--- src/rtl/dmem_store_buffer.sv ---
// Store buffer between MEM stage and dmem: queues stores, drains them when the
// single memory port is free, and forwards or stalls overlapping loads.
module dmem_store_buffer #(
    parameter int unsigned DEPTH = 4
) (
    input  logic        clk,
    input  logic        rst_n,
    input  logic        st_valid,
    output logic        st_ready,
    input  logic [31:0] st_addr,
    input  logic [31:0] st_data,
    input  logic [1:0]  st_size,
    input  logic        ld_valid,
    input  logic [31:0] ld_addr,
    output logic        ld_stall,
    output logic        fwd_hit,
    output logic [31:0] fwd_data,
    output logic [31:0] mem_addr,
    output logic [31:0] mem_wdata,
    output logic [1:0]  mem_size,
    output logic        mem_we,
    output logic        empty
);

    localparam int unsigned PW = $clog2(DEPTH);
    localparam int unsigned CW = $clog2(DEPTH + 1);
    localparam logic [CW-1:0] FULL = CW'(DEPTH);

    logic [PW-1:0] head, tail;
    logic [CW-1:0] count;
    logic [31:0]   e_addr [DEPTH];
    logic [31:0]   e_data [DEPTH];
    logic [1:0]    e_size [DEPTH];

    logic          enq;
    logic          port_load;
    logic          hit_found;
    logic [PW-1:0] hit_idx;
    logic [PW-1:0] idx;
    logic          exact_word;

    // Byte-range intersection; 33-bit sums keep the end addresses from wrapping.
    function automatic logic overlaps(input logic [31:0] ea, input logic [1:0] es,
                                      input logic [31:0] la);
        logic [32:0] e_lo, e_hi, l_lo, l_hi;
        e_lo = {1'b0, ea};
        e_hi = e_lo + (es[1] ? 33'd3 : (es[0] ? 33'd1 : 33'd0));
        l_lo = {1'b0, la};
        l_hi = l_lo + 33'd3;
        return (e_lo <= l_hi) && (l_lo <= e_hi);
    endfunction

    // Walk oldest to youngest so the last overlap seen is the youngest one.
    always_comb begin
        hit_found = 1'b0;
        hit_idx   = '0;
        idx       = '0;
        for (int unsigned i = 0; i < DEPTH; i++) begin
            idx = head + PW'(i);
            if ((CW'(i) < count) && overlaps(e_addr[idx], e_size[idx], ld_addr)) begin
                hit_found = 1'b1;
                hit_idx   = idx;
            end
        end
    end

    always_comb begin
        exact_word = e_size[hit_idx][1] && (e_addr[hit_idx] == ld_addr);
        fwd_hit    = ld_valid && hit_found && exact_word;
        ld_stall   = ld_valid && hit_found && !exact_word;
        fwd_data   = e_data[hit_idx];
        port_load  = ld_valid && !hit_found;
        mem_addr   = port_load ? ld_addr : e_addr[head];
        mem_wdata  = e_data[head];
        mem_size   = e_size[head];
        mem_we     = !port_load && (count != '0);
    end

    assign st_ready = (count < FULL);
    assign empty    = (count == '0);
    assign enq      = st_valid && st_ready;

    always_ff @(posedge clk or negedge rst_n) begin
        if (!rst_n) begin
            head  <= '0;
            tail  <= '0;
            count <= '0;
            for (int unsigned i = 0; i < DEPTH; i++) begin
                e_addr[i] <= '0;
                e_data[i] <= '0;
                e_size[i] <= '0;
            end
        end else begin
            if (enq) begin
                e_addr[tail] <= st_addr;
                e_data[tail] <= st_data;
                e_size[tail] <= st_size;
                tail         <= tail + 1'b1;
            end
            if (mem_we) begin
                head <= head + 1'b1;
            end
            case ({enq, mem_we})
                2'b10:   count <= count + 1'b1;
                2'b01:   count <= count - 1'b1;
                default: count <= count;
            endcase
        end
    end

endmodule

--- config.mk ---
export PLATFORM = sky130hd
export DESIGN_NAME = dmem_store_buffer
export DESIGN_NICKNAME = d
export VERILOG_FILES = /design/src/rtl/dmem_store_buffer.sv
export SDC_FILE = /design/constraint.sdc
export NUM_CORES = 1
export LEC_CHECK = 0
export CAP_MARGIN = 20
export CORE_ASPECT_RATIO = 0.7
export CORE_MARGIN = 8
export CORE_UTILIZATION = 39
export DETAILED_ROUTE_END_ITERATION = 6
export HOLD_SLACK_MARGIN = 0.02
export SYNTH_ARGS = -nofsm -noshare
export SYNTH_HDL_FRONTEND = slang
export SYNTH_SLANG_ARGS = --single-unit
--- constraint.sdc ---
create_clock -name clk -period 12.8 [get_ports clk]
set_input_delay 1.92 -clock clk [delete_from_list [all_inputs] [get_ports clk]]
set_output_delay 1.92 -clock clk [all_outputs]
set_load 0.03 [all_outputs]
==> qor.yml <==
min_path_type: "register to register"
slew_viol_final: 0
dp_cells: 3555
ys_ff_latch: 271
min_from: "e_data[47]"
ant_nets: 0
cts_tree: "yes"
cts.clk_slew.worst_paths_ns: 0.06
clockBufferDepth: 3
yosysMostFrequentCell: "mux2_2"
fin_setup_tns_ns: 0
maxCapViolCount: 0
dp_hpwl_microns: 85600
synthTopCellsByArea: "dfrtp_1, mux2_2, ha_1"
nets: 3075
synth_largest_area_cell: "dfrtp_1"
antenna_found_initial: 7
fp.dieW_microns: 326
cp.required_ns: 10.88
arrival_ns: 10.26
endpoint_kind: "primary output"
syn_avg_cell_area_sq_um: 10.5
min_period_over_period_pct: 95.2
drc: 1
max_freq_ghz: 0.0821
dieArea_sq_um: 76100
synth.distinct_cells: 92
area_delta_synth_final_pct: 15.9
hold_violations: 0
hold_ws_ns: 0.524
core_area_sq_um: 66600
synthTopCellsByCount: "mux2_2, nand2_1, ha_1"
hold_depth: 1
wire_per_inst_microns: 30.2
synth_cells: 2509
via_per_inst: 6.29
post_cts_resized: 0
numCtsBuffers: 30
synth_nets: 2888
post-route-min-period_ns: 12.18
grt-ovfl-total: 0
cts_setup_buffers: 0
rows: 79
maxSlewHeadroom_pct: 21.4
cp-start-kind: "input pin"
htreeDepth: 1
r2r-start: "head[1]"
cts-root-buf: "clkbuf_16"
wl_microns: 109000
r2r_cells: 27
die_height_microns: 233
async_flop_share_pct: 100
clock-sinks: 271
drt_iter0_markers: 2326
crit_fanout: 16
dr_total_vias: 22700
ios: 205
gp_congestion: 0.991
finClkSkew_ns: 0.0420
synth_top_cell_area_share_pct: 25.8
grt_pass1_wl_microns: 158000
rsz0062_at_grt: "no"
fin_cells: 3612
synth_edf_count: 0
numPortBuffers: 204
status: "complete, but fails checks"
setup_viol: 0
worst_pin_slew_ns: 1.17
ys_seq_area_share_pct: 25.8
worstSetupPathType: "input pin to primary output"
clkLatencyLatePin_ns: 0.63
r2r-end: "count[2]"
grt_usage_pct: 27.7
hold_path_end: "e_data[47]"
drive_gt1_share_pct: 22.6
yosysWarnings: 0
yosys_most_used_dff: "dfrtp_1"
drt_pass1_iterations: 7
violations: "design-rule violations"
syn-cell-area_sq_um: 26300
grt_max_degree: 133
initial_core_util_pct: 39.5
cts-hold-fix-buffers: 0
r2r_setup_slack_ns: 3.93
grt_pass1_vias: 22800
cells in the final DEF (no fill, tap or decap), drive strengths merged, types with 14 or more instances in the layout:
master	count
nand3	69
nor3	24
dfrtp	271
a211oi	20
mux2	315
clkdlybuf4s50	201
ha	273
and3	56
a21oi	89
mux4	148
mux2i	63
buf	79
nor4	21
xnor2	91
nand2	275
nor2b	21
nand4	74
a21o	34
xor2	88
inv	64
and4	15
nor2	100
clkbuf	43
a31oi	37
and2	14
o21ai	68
routing by layer:
layer,GRT usage [%],part of all wire (%),vias up
met4,5.37,2.0,0
met3,6.61,10,116
li1,-,-,9907
met2,40.3,41,1011
met5,0,0,-
met1,41.7,47,11700
state kept, by name (all words and copies together), names as in the netlist:
name    cells
head        2
e_addr    128
e_data    128
tail        2
e_size      8
count       3
stage by stage:
stage / worst slack (ns) / utilization [%] / instance area [sq um]
after CTS: 0.844 / 45.7 / 30500
after global routing: 0.216 / 45.7 / 30500
after detailed placement: 0.884 / 44.2 / 29500
after floorplan: 2.18 / - / 26300
after global placement: 1.04 / 44.2 / 29500
final: 0.620 / 45.7 / 30500
logic make-up after synthesis:
group | share of synthesized area, %
and+or+nand+nor | 13.7
adders and majority gates | 13.3
xor gates and xnor gates | 5.96
muxes | 28.9
AOI/OAI and AO/OA | 8.89
buffers and inverters | 3.49
DFF | 25.8
layout make-up:
type	count	area [sq um]
clock inverters	12	128
inverters	63	236
multi-input cells	2050	18700
diodes	2	5.00
fillers	6244	36200
flip-flops and latches	271	6790
repair buffers	280	2670
well taps	891	1110
clock buffers	43	860
worst max-delay path, stage by stage:
cell and delay, ns:
clkdlybuf4s50_1 0.47, buf_4 0.15, inv_1 0.20, a21o_1 0.29, nor3_1 0.20, buf_4 0.19, and2_1 0.24, and3_1 0.22
and2_1 0.30, nand4_1 0.15, xor2_1 0.46, ha_1 0.25, nand4_1 0.16, nor4_1 0.75, nor2b_1 0.48, o31ai_1 0.36
o2111ai_1 0.25, a32oi_1 0.16, o31a_1 0.31, o22ai_4 0.56, buf_4 0.27, mux4_2 0.51, xor2_1 0.19, nor2_1 0.21
o2111ai_1 0.17, nor4b_2 0.27, and3b_1 0.32, buf_4 0.21
worst max path at each step:
stage               cells past startpoint  slack [ns]      endpoint  startpoint
detailed placement                     28        0.88       fwd_hit  ld_addr[4]
global route                           28        0.22       fwd_hit  ld_addr[4]
finish                                 28        0.62       fwd_hit  ld_addr[0]
floorplan                              39        2.18  fwd_data[10]     head[0]
CTS                                    28        0.84       fwd_hit  ld_addr[4]
global placement                       28        1.04       fwd_hit  ld_addr[0]
Power is not shown: default switching activity piles up to over one toggle a cycle in this logic, so the estimate is an artifact.
